**src/rtl/bt_tx_arbiter.sv**
```systemverilog
// Purpose: round-robin packet arbiter that frames SYNC/HDR/payload/CSUM onto one shared UART transmitter.
// Latency: grant one cycle after a request is seen in IDLE; each byte launches one cycle after entering its SEND state.
// Backpressure: one byte in flight, next launch only after tx_done_in; requester ready only in FETCH; stalled packets abort with a corrupt checksum.
module bt_tx_arbiter #(
    parameter int          NUM_REQ       = 4,
    parameter logic [7:0]  SYNC_BYTE     = 8'hA5,
    parameter int          STALL_TIMEOUT = 100000
) (
    input  logic                   clk,
    input  logic                   rst_in,
    input  logic [NUM_REQ-1:0]     req_valid_in,
    input  logic [8*NUM_REQ-1:0]   req_data_in,
    input  logic [NUM_REQ-1:0]     req_last_in,
    output logic [NUM_REQ-1:0]     req_ready_out,
    output logic [NUM_REQ-1:0]     grant_out,
    output logic [7:0]             tx_data_out,
    output logic                   tx_start_out,
    input  logic                   tx_done_in,
    output logic                   busy_out,
    output logic                   abort_out
);

    localparam int PW = (NUM_REQ > 1) ? $clog2(NUM_REQ) : 1;
    localparam int CW = $clog2(STALL_TIMEOUT + 1);

    typedef enum logic [3:0] {
        IDLE,
        SEND_SYNC,
        WAIT_SYNC,
        SEND_HDR,
        WAIT_HDR,
        FETCH,
        SEND_PAY,
        WAIT_PAY,
        SEND_CSUM,
        WAIT_CSUM
    } state_t;

    state_t             state;
    logic [PW-1:0]      rr_ptr;
    logic [3:0]         winner;
    logic [7:0]         checksum;
    logic [7:0]         pay_byte;
    logic               pay_last;
    logic               bad_csum;
    logic [CW-1:0]      stall_cnt;

    logic [NUM_REQ-1:0] valid_rot;
    logic [3:0]         pick;
    logic [PW-1:0]      next_ptr;
    logic [NUM_REQ-1:0] pick_onehot;
    logic               any_valid;

    logic [7:0]         cur_data;
    logic               cur_valid;
    logic               cur_last;

    // Round-robin pick: rotate valids so bit 0 is rr_ptr, lowest set offset wins
    always_comb begin
        int w;
        w           = 0;
        pick        = '0;
        next_ptr    = '0;
        pick_onehot = '0;
        any_valid   = |req_valid_in;
        valid_rot   = NUM_REQ'({req_valid_in, req_valid_in} >> rr_ptr);
        for (int k = NUM_REQ - 1; k >= 0; k--) begin
            if (valid_rot[k]) begin
                w           = (int'(rr_ptr) + k) % NUM_REQ;
                pick        = 4'(w);
                next_ptr    = PW'((w + 1) % NUM_REQ);
                pick_onehot = NUM_REQ'(1) << w;
            end
        end
    end

    // Byte path from the granted requester, selected by the one-hot grant
    always_comb begin
        cur_data  = '0;
        cur_valid = |(req_valid_in & grant_out);
        cur_last  = |(req_last_in & grant_out);
        for (int i = 0; i < NUM_REQ; i++) begin
            if (grant_out[i]) begin
                cur_data = req_data_in[8*i +: 8];
            end
        end
    end

    // Frame sequencer: one byte in flight, all outputs registered
    always_ff @(posedge clk) begin
        if (rst_in) begin
            state         <= IDLE;
            rr_ptr        <= '0;
            winner        <= '0;
            checksum      <= '0;
            pay_byte      <= '0;
            pay_last      <= 1'b0;
            bad_csum      <= 1'b0;
            stall_cnt     <= '0;
            req_ready_out <= '0;
            grant_out     <= '0;
            tx_data_out   <= '0;
            tx_start_out  <= 1'b0;
            busy_out      <= 1'b0;
            abort_out     <= 1'b0;
        end else begin
            tx_start_out <= 1'b0;
            abort_out    <= 1'b0;
            case (state)
                IDLE: begin
                    if (any_valid) begin
                        grant_out <= pick_onehot;
                        winner    <= pick;
                        rr_ptr    <= next_ptr;
                        busy_out  <= 1'b1;
                        bad_csum  <= 1'b0;
                        state     <= SEND_SYNC;
                    end
                end
                SEND_SYNC: begin
                    tx_data_out  <= SYNC_BYTE;
                    tx_start_out <= 1'b1;
                    state        <= WAIT_SYNC;
                end
                WAIT_SYNC: begin
                    if (tx_done_in) begin
                        state <= SEND_HDR;
                    end
                end
                SEND_HDR: begin
                    tx_data_out  <= {4'h0, winner};
                    checksum     <= {4'h0, winner};
                    tx_start_out <= 1'b1;
                    state        <= WAIT_HDR;
                end
                WAIT_HDR: begin
                    if (tx_done_in) begin
                        req_ready_out <= grant_out;
                        stall_cnt     <= '0;
                        state         <= FETCH;
                    end
                end
                FETCH: begin
                    if (cur_valid) begin
                        pay_byte      <= cur_data;
                        pay_last      <= cur_last;
                        checksum      <= checksum ^ cur_data;
                        req_ready_out <= '0;
                        stall_cnt     <= '0;
                        state         <= SEND_PAY;
                    end else if (stall_cnt == CW'(STALL_TIMEOUT - 1)) begin
                        abort_out     <= 1'b1;
                        bad_csum      <= 1'b1;
                        req_ready_out <= '0;
                        state         <= SEND_CSUM;
                    end else begin
                        stall_cnt <= stall_cnt + 1'b1;
                    end
                end
                SEND_PAY: begin
                    tx_data_out  <= pay_byte;
                    tx_start_out <= 1'b1;
                    state        <= WAIT_PAY;
                end
                WAIT_PAY: begin
                    if (tx_done_in) begin
                        if (pay_last) begin
                            state <= SEND_CSUM;
                        end else begin
                            req_ready_out <= grant_out;
                            state         <= FETCH;
                        end
                    end
                end
                SEND_CSUM: begin
                    // An inverted checksum tells the receiver the packet was cut short
                    tx_data_out  <= bad_csum ? ~checksum : checksum;
                    tx_start_out <= 1'b1;
                    state        <= WAIT_CSUM;
                end
                WAIT_CSUM: begin
                    if (tx_done_in) begin
                        grant_out <= '0;
                        busy_out  <= 1'b0;
                        state     <= IDLE;
                    end
                end
                default: begin
                    state <= IDLE;
                end
            endcase
        end
    end

endmodule
```
**config.mk**
```make
export PLATFORM = sky130hd
export DESIGN_NAME = bt_tx_arbiter
export DESIGN_NICKNAME = d
export VERILOG_FILES = /design/src/rtl/bt_tx_arbiter.sv
export SDC_FILE = /design/constraint.sdc
export NUM_CORES = 1
export LEC_CHECK = 0
export CAP_MARGIN = 10
export CORE_MARGIN = 8
export CORE_UTILIZATION = 30
export DETAILED_ROUTE_END_ITERATION = 12
export PLACE_DENSITY_LB_ADDON = 0.25
export SLEW_MARGIN = 20
export SYNTH_ARGS = -nofsm -noshare
export SYNTH_HDL_FRONTEND = slang
export SYNTH_SLANG_ARGS = --single-unit
```
**constraint.sdc**
```tcl
create_clock -name clk -period 2.4 [get_ports clk]
set_clock_uncertainty 0.1 [all_clocks]
set_input_delay 0.36 -clock clk [delete_from_list [all_inputs] [get_ports clk]]
set_output_delay 0.36 -clock clk [all_outputs]
set_load 0.01 [all_outputs]
```
# Yosys cells after proc, flatten, opt, wreduce, memory -nomap -nowiden
# Cells that the tools add are included.
[op_classes]
addsub = 7
n_mux = 50
shift = 5
n_reduce_logical = 23
n_eq_ne = 21
bitwise_logic = 8
[ops]
columns = ["op", "count"]
rows = [
  ["1-bit by 32-bit left shift with 4-bit output (first input constant)", 3],
  ["4-bit 2-to-1 mux", 22],
  ["17-bit 2-to-1 mux", 3],
  ["8-bit 2-to-1 mux", 6],
  ["4-bit case mux with 10 select lines", 1],
  ["17-bit case mux with 2 select lines", 1],
  ["8-bit case mux with 4 select lines", 1],
  ["2-bit != test (second input constant)", 9],
  ["17-bit by 1-bit adder with 17-bit output (second input constant)", 1],
  ["17-bit equality test (second input constant)", 1],
  ["4-bit by 3-bit equality test with 1-bit output (second input constant)", 4],
  ["8-bit case mux with 2 select lines", 1],
  ["4-bit OR reduction", 4],
  ["4-bit case mux with 3 select lines", 1],
  ["2-bit adder (second input constant)", 5],
  ["4-bit bitwise AND", 2],
  ["4-bit by 2-bit equality test with 1-bit output (second input constant)", 2],
  ["4-bit equality test (second input constant)", 2],
  ["2-bit 2-to-1 mux", 4],
  ["8-bit inverter", 1],
  ["4-bit case mux with 2 select lines", 1],
  ["2-bit nonzero test", 4],
  ["8-bit by 2-bit >> shifter with 4-bit output", 1],
  ["8-bit XOR", 1],
  ["other kinds (18)", 33],
]
[word_totals]
out_inout_bits = 19
reg_bits = 64
word_cells = 128
in_bits = 43

# Longest topological paths before layout
[depth]
ltp_word = 10
mapped_depth = 9
ltp_nobuf = 7

# Worst setup path after synthesis
# Ideal clock, no wire load.
[synth_timing]
path_kind = "flip-flop to flip-flop"
from = "reg rr_ptr[1]"
to = "reg rr_ptr[1]"
slack_ns = 0.257
n_path_buf = 2
path_stages_with_launch = 10
setup_time_ns = 0.140
arrival_ns = 1.903
t_required_ns = 2.160
period_less_slack_ns = 2.143
path_cell_list = "dfxtp_1 clkbuf_1 clkbuf_1 inv_1 ha_1 inv_1 o21ai_0 nand2_1 o31ai_1 a311oi_1"
[synth_between]
elab_chain_cells = 6
elab_cells_between_ends = 11
cone_classes = "add/sub: 6; shift: 1; mux: 4"
[synth_rtl]
columns = ["item", "line", "text"]
rows = [
  ["start, declared", "40", "logic [PW-1:0] rr_ptr;"],
  ["start signal, assigned", "114", "rr_ptr <= next_ptr;"],
  ["2-bit adder", "69", "w = (int'(rr_ptr) + k) % NUM_REQ;"],
  ["2-bit adder", "71", "next_ptr = PW'((w + 1) % NUM_REQ);"],
  ["2-bit 2-to-1 mux (3 in a row)", "68", "if (valid_rot[k]) begin"],
  ["2-bit 2-to-1 mux (*)", "68", ""],
]
# Every way passes the cells marked *; elsewhere a longest branch is shown, timed or not.
# A chain may end at the register's enable or synchronous reset.

# Final worst setup path
[layout_timing]
from = "in req_valid_in[0]"
to = "reg checksum[3]"
[layout_between]
elab_chain_cells = 4
[layout_rtl]
columns = ["item", "line", "text"]
rows = [
  ["start, declared", "11", "input logic [NUM_REQ-1:0] req_valid_in,"],
  ["4-bit bitwise AND", "80", "cur_valid = |(req_valid_in & grant_out);"],
  ["4-bit OR reduction", "80", ""],
  ["2-bit != test (no line)", "n/a", ""],
  ["2-bit AND reduction (no line)", "n/a", ""],
  ["end signal, assigned", "132", "checksum <= {4'h0, winner};"],
  ["end signal, assigned", "147", "checksum <= checksum ^ cur_data;"],
  ["end, declared", "42", "logic [7:0] checksum;"],
]
# No other way between the ends.

==> results.txt <==
status: complete, no violations
Die ar.: 0.0172 sq mm
Syn Nets: 549
Rel. slew slack: 54.8%
first-pass GRT wire length: 20.1 mm
start of the worst register-to-register path: state[1]
Hold Crit Class: reg2reg
crit-path max FO: 14
endpoints failing setup: 0
switching share of power: 38.9%
Die X: 131 um
via count: 4053
RSZ-0062 raised after global routing: false
mapped cell area: 0.00399 sq mm
MaxCap Viol Count: 0
Setup crit end kind: register
Die Y: 131 um
Max clock buf depth: 2
VDD IR max: 0.366 mV
crit path DAT: 2.36 ns
FP Rows: 42
GRT Total Usage: 13.8%
ant diodes: 0
FF-to-FF setup slack: 0.25 ns
Pint: 2.98 mW
# fillers: 1334
# DRC: 0
fin. max-slew vios: 0
syn avg cell area: 8.02 sq um
Psw: 1.89 mW
placed inst area: 0.00499 sq mm
Final Hold Viols: 0
Post-synth ARST share: 0%
Final Non-Filler Cells: 759
initial antenna violation count: 0
Gate power share: 46.9%
CTS root buffer: clkbuf_16
Final TNS setup: 0 ns
Setup Buffers After CTS: 0
port buffer count: 61
Clk Latency, worst-skew pair: 0.34 ns
CP Cell Sequence: clkdlybuf4s50_1, a22oi_2, a21oi_2, nor2_1, o21ai_0, a21oi_1
Primary FF master, synth: dfxtp_1
Seq cells post-synth: 62
critical hold path startpoint: req_ready_out[3]
CP delay by family, top: compound AO/OA/AOI/OAI gates
leakage: 1.95 nW
worst r2r dst: stall_cnt[13]
WS Path Type: in2reg
post-synthesis cell type count: 72
starting density of the core: 30.5%
DRT iter0 DRCs: 239
Clock power frac: 26.8%
CTS tree: built
WHS Endpoint: req_ready_out[3]
Layout Nets: 630
Inst Count DP: 743
synth warn: 0
Tcrit/Tclk final: 91.2%
CP required: 2.57 ns
global route overflow: 0
FF-to-FF path depth: 5
Post-synth EDFFs: 0
fmax: 0.457 GHz
Worst path slowest cell: clkdlybuf4s50_1
layout cells sized above 1: 15.1%
Post-Synthesis Cells: 497
Crit path largest cell delay: 0.55 ns
routed wire length: 11.7 mm
# hold bufs at CTS: 0
Power Dens Cells: 920 mW/mm^2
buffers and inverters on the worst path: 1
via/cell ratio: 5.34
IO Pins: 62
post-synthesis sequential area ratio: 31.1%
GP Congestion: 0.830
clock buffers created by TritonCTS: 9
Routed Antenna Nets: 0
crit path launch type: input port
routed len/inst: 15.4 um
clk sink count: 62
clk slew on worst S/H paths: 0.06 ns
Layout area overhead: 32.8%
minimum clock period: 2.19 ns
vias in the first global route: 4093
share of power burned in registers: 26.3%
Post-CTS Resized: 0
detailed-router iteration count before antenna repair: 5
largest net degree at the start of global routing: 32
DP Wirelength: 8.88 mm
Slew @ Worst Pin: 0.676 ns
Final Cell Area: 0.00529 sq mm
hold depth: 2
H-tree Lvls: 3
CORE AREA: 0.0131 sq mm
[how the worst max path moves through the flow]
stage,from,to,slack (ns),depth (start not counted)
after floorplan,rr_ptr[1],rr_ptr[1],0.26,9
after global placement,req_valid_in[3],grant_out[0],-0.03,8
after detailed placement,req_valid_in[0],checksum[1],-0.11,6
after CTS,req_valid_in[0],checksum[3],0.20,6
after global routing,req_valid_in[0],checksum[3],0.01,6
final,req_valid_in[0],checksum[3],0.21,6
[Yosys cell counts (10+ instances only)]
master	n	area [sq um]
o21ai_0	33	165
nor3_1	12	60.1
nor2_1	48	180
nor2b_1	10	62.6
a221o_1	10	100
nand2_1	37	139
a211oi_1	11	82.6
nand3_1	12	60.1
inv_1	19	71.3
a21oi_1	39	195
clkbuf_1	22	82.6
dfxtp_1	62	1240
[power groups by stage]
stage / Combinational, mW / Clock (mW) / Sequential (mW)
2_1_floorplan: 1.44 / 0 / 1.30
3_3_place_gp: 2.25 / 0 / 1.30
3_5_place_dp: 2.28 / 0 / 1.31
4_1_cts: 2.29 / 1.34 / 1.28
5_1_grt: 2.53 / 1.39 / 1.30
6_report: 2.28 / 1.30 / 1.28
[sequential cells by signal (all words and copies together) (netlist names), 2 cells and up]
register and cells:
stall_cnt 17, state 4, checksum 8, winner 2
grant_out 4, tx_data_out 8, pay_byte 8, req_ready_out 4
rr_ptr 2
[layer usage]
metal	part of all wire, %	global-route usage (%)
met1	46	16.8
met2	47	22.4
met3	5.1	4.00
met4	1.5	5.49
met5	0	0
[logic make-up (layout without fill, tap and decap cells)]
logic type | count (synthesis) | count (layout) | share of synthesized area (%)
compound gates | 162 | 162 | 28.9
xor+xnor | 14 | 14 | 3.08
fa+ha+maj | 9 | 9 | 2.83
buf+inv | 56 | 142 | 5.93
flops | 62 | 62 | 31.1
mux | 13 | 13 | 3.96
simple gates | 181 | 181 | 24.1
[stage by stage]
| step | hold WS, ns | util (%) | power [mW] | setup slack [ns] |
|---|---|---|---|---|
| 2_1_floorplan | 0.354 | - | 2.75 | 0.257 |
| 3_3_place_gp | 0.341 | 38.2 | 3.56 | -0.0296 |
| 3_5_place_dp | 0.349 | 38.2 | 3.58 | -0.109 |
| 4_1_cts | 0.356 | 40.4 | 4.92 | 0.203 |
| 5_1_grt | 0.368 | 40.4 | 5.23 | 0.0100 |
| 6_report | 0.359 | 40.4 | 4.87 | 0.211 |
[cell type report]
cell class                      count  area (sq um)  area share (%)
Multi-Input combinational cell    379          2510            47.4
Clock inverter                      6          71.3            1.35
Clock buffer                       10           229            4.33
Inverter                           20          75.1            1.42
Sequential cell                    62          1240            23.5
Tap cell                          176           220            4.16
Timing Repair Buffer              106           948            17.9
[cell usage in the layout (no fill, tap or decap), types with 3 or more instances in the layout]
cell / instances
dfxtp_1: 62
clkdlybuf4s50_1: 61
nor2_1: 48
buf_4: 45
a21oi_1: 39
nand2_1: 37
o21ai_0: 33
inv_1: 19
nor3_1: 12
nand3_1: 12
a211oi_1: 11
nor2b_1: 10
a221o_1: 10
a22oi_1: 9
nand4_1: 9
mux2i_1: 9
ha_1: 9
clkbuf_16: 9
xor2_1: 8
or3_1: 8
nand2b_1: 7
xnor2_1: 6
or2_2: 5
a222oi_1: 5
a21o_1: 5
and4_1: 4
and3_1: 4
nor4_1: 4
and2_1: 4
a311oi_1: 4
a41oi_1: 4
o21ai_1: 3
a221oi_1: 3
o21a_1: 3
a21oi_2: 3
a21boi_0: 3
o32ai_1: 3
[tightest hold or removal path: cells and delay by family, from the launching register on]
kind,cells,cell delay (ns)
and+or+nand+nor,1,0.05
AOI/OAI and AO/OA,1,0.05
DFF,1,0.31
No activity file was read; power rests on OpenSTA's default activity.
==> RTL edit: new RTL, same flow settings <==
Change the parameter `STALL_TIMEOUT` from 100000 to 400000.
--- a/src/rtl/bt_tx_arbiter.sv
+++ b/src/rtl/bt_tx_arbiter.sv
@@ -4,7 +4,7 @@
 module bt_tx_arbiter #(
     parameter int          NUM_REQ       = 4,
     parameter logic [7:0]  SYNC_BYTE     = 8'hA5,
-    parameter int          STALL_TIMEOUT = 100000
+    parameter int          STALL_TIMEOUT = 400000
 ) (
     input  logic                   clk,
     input  logic                   rst_in,
Check against the original RTL: no difference found for any inputs over 4 cycles, from zero or initial values and one cycle with rst_in high; that may be too few to reach the edited logic, so the function may still have changed.
==> RTL edit against the original RTL <==
  * Routed wire length is 5.9% higher
  * First-iteration DRC count is 22% lower
  * Sequential cell count is 2 higher
  * Area after synthesis is 1.1% lower
  * Fmax is 2.0% lower
  * Sequential power is 6% higher
  * Via count is 0.91% higher
  * Setup slack worse by 0.044 ns
  * Design area is 1.3% higher
  * Count of clock-buffer cells in the layout is 2 higher
  * Total power is 1.2% higher
==> RTL edit: results (changes against the original RTL) <==
run_status:
  outcome: "finished clean"  # unchanged
power_and_ir_drop:
  p_int_mw: 3.18  # was 2.98 mW
  p_seq_share_pct: 27.5  # was 26.3%
  p_leak_nw: 1.99  # was 1.95 nW
placement:
  dp_hpwl_mm: 9.45  # was 8.88 mm
  dp_cells: 729  # was 743
  dpl-instance-area_mm2: 0.00504  # was 0.00499 mm²
grt:
  grt_usage_pct: 14.7  # was 13.8%
  grt_pass1_wl_mm: 20.0  # was 20.1 mm
  first_global_vias: 3967  # was 4093
  grtUsageMet3_pct: 3.29  # was 4.00%
  grt_start_max_net_pins: 24  # was 32
  met2_usage_pct: 26.2  # was 22.4%
  use_met1_pct: 16.7  # was 16.8%
logic_synthesis:
  syn_nets: 526  # was 549
  synth_area_per_cell_um2: 8.31  # was 8.02 µm²
  ys_top_cells_by_count: "64 x dfxtp_1, 39 x nand2_1, 33 x a21oi_1, 33 x nor2_1, 25 x o21ai_0"  # was 62 x dfxtp_1, 48 x nor2_1, 39 x a21oi_1
  yosysSeqAreaShare_pct: 32.5  # was 31.1%
  synthTopCellsByArea: "dfxtp_1 33%, a221oi_1 4.2%, a21oi_1 4.2%, nand2_1 3.7%, o21ai_0 3.2%"  # was dfxtp_1 31%, a21oi_1 4.9%, nor2_1 4.5%, o21ai_0 4.1%, nand2_1 3.5%
worst_setup_path:
  reg2reg_depth: 5  # unchanged
  cp_max_fo: 13  # was 14
  crit_arrival_ns: 1.77  # was 2.36 ns
route:
  drt-initial-drc-count: 187  # was 239
  m1WireLength_mm: 5.23  # was 5.39 mm
  drt_wl_total_mm: 12.4  # was 11.7 mm
  vias_per_cell: 5.50  # was 5.34
  wl_met3_um: 675  # was 602 µm
  met2_length_mm: 6.32  # was 5.55 mm
finish:
  largest_reg_flops: 19  # was 17
  fin_nets: 616  # was 630
  drive_above_1_share_pct: 14.6  # was 15.1%
  fill_cells: 1349  # was 1334
timing:
  worst_pin_slew_ns: 0.674  # was 0.676 ns
==> RTL edit: changes by cell type in the layout (fill, tap and decap cells not counted), moves of 9 or more <==
cell       change
a221oi_1      +16
nor2_1        -15
o2111ai_1      +9
a221o_1       -10
inv_1         -11
a2111o_1      +11
==> RTL edit: layout make-up <==
cell class / instances / area, µm² / area share (%)
Clock buffer: 12 / 256 / 4.78
Clock inverter: 3 / 65.1 / 1.21
Inverter: 9 / 33.8 / 0.630
Multi-Input combinational cell: 367 / 2480 / 46.2
Sequential cell: 64 / 1280 / 23.9
Tap cell: 176 / 220 / 4.11
Timing Repair Buffer: 113 / 1030 / 19.1
==> RTL edit: worst paths after layout <==
kind	slack [ns]	from	endpoint
max	0.17	grant_out[1]	grant_out[1]
min	0.37	winner[0]	checksum[0]
max reg2reg	0.23	rr_ptr[1]	rr_ptr[1]
min reg2reg	0.37	winner[0]	checksum[0]
==> RTL edit: worst max-delay path, cell delays in order, from the launching register on <==
cell             delay (ns)
dfxtp_1                0.63
buf_4                  0.25
clkdlybuf4s50_1        0.56
==> RTL edit: stage by stage <==
stage | total power, mW | TNS (ns) | hold slack, ns | worst slack, ns
after floorplan | 2.66 | 0 | 0.349 | 0.268
after global placement | 3.52 | -0.396 | 0.356 | -0.0601
after detailed placement | 3.54 | -2.38 | 0.365 | -0.152
after CTS | 4.98 | 0 | 0.369 | 0.135
after global routing | 5.24 | 0 | 0.396 | 0.0385
final | 4.93 | 0 | 0.367 | 0.167
==> RTL edit: cells by family after synthesis <==
kind of cell               share of synthesized area [%]
adders and majority gates                           2.86
and+or+nand+nor                                     24.7
DFF                                                 32.5
muxes                                               3.72
buffers and inverters                               4.54
AOI/OAI and AO/OA                                   29.7
xor gates and xnor gates                            2.00
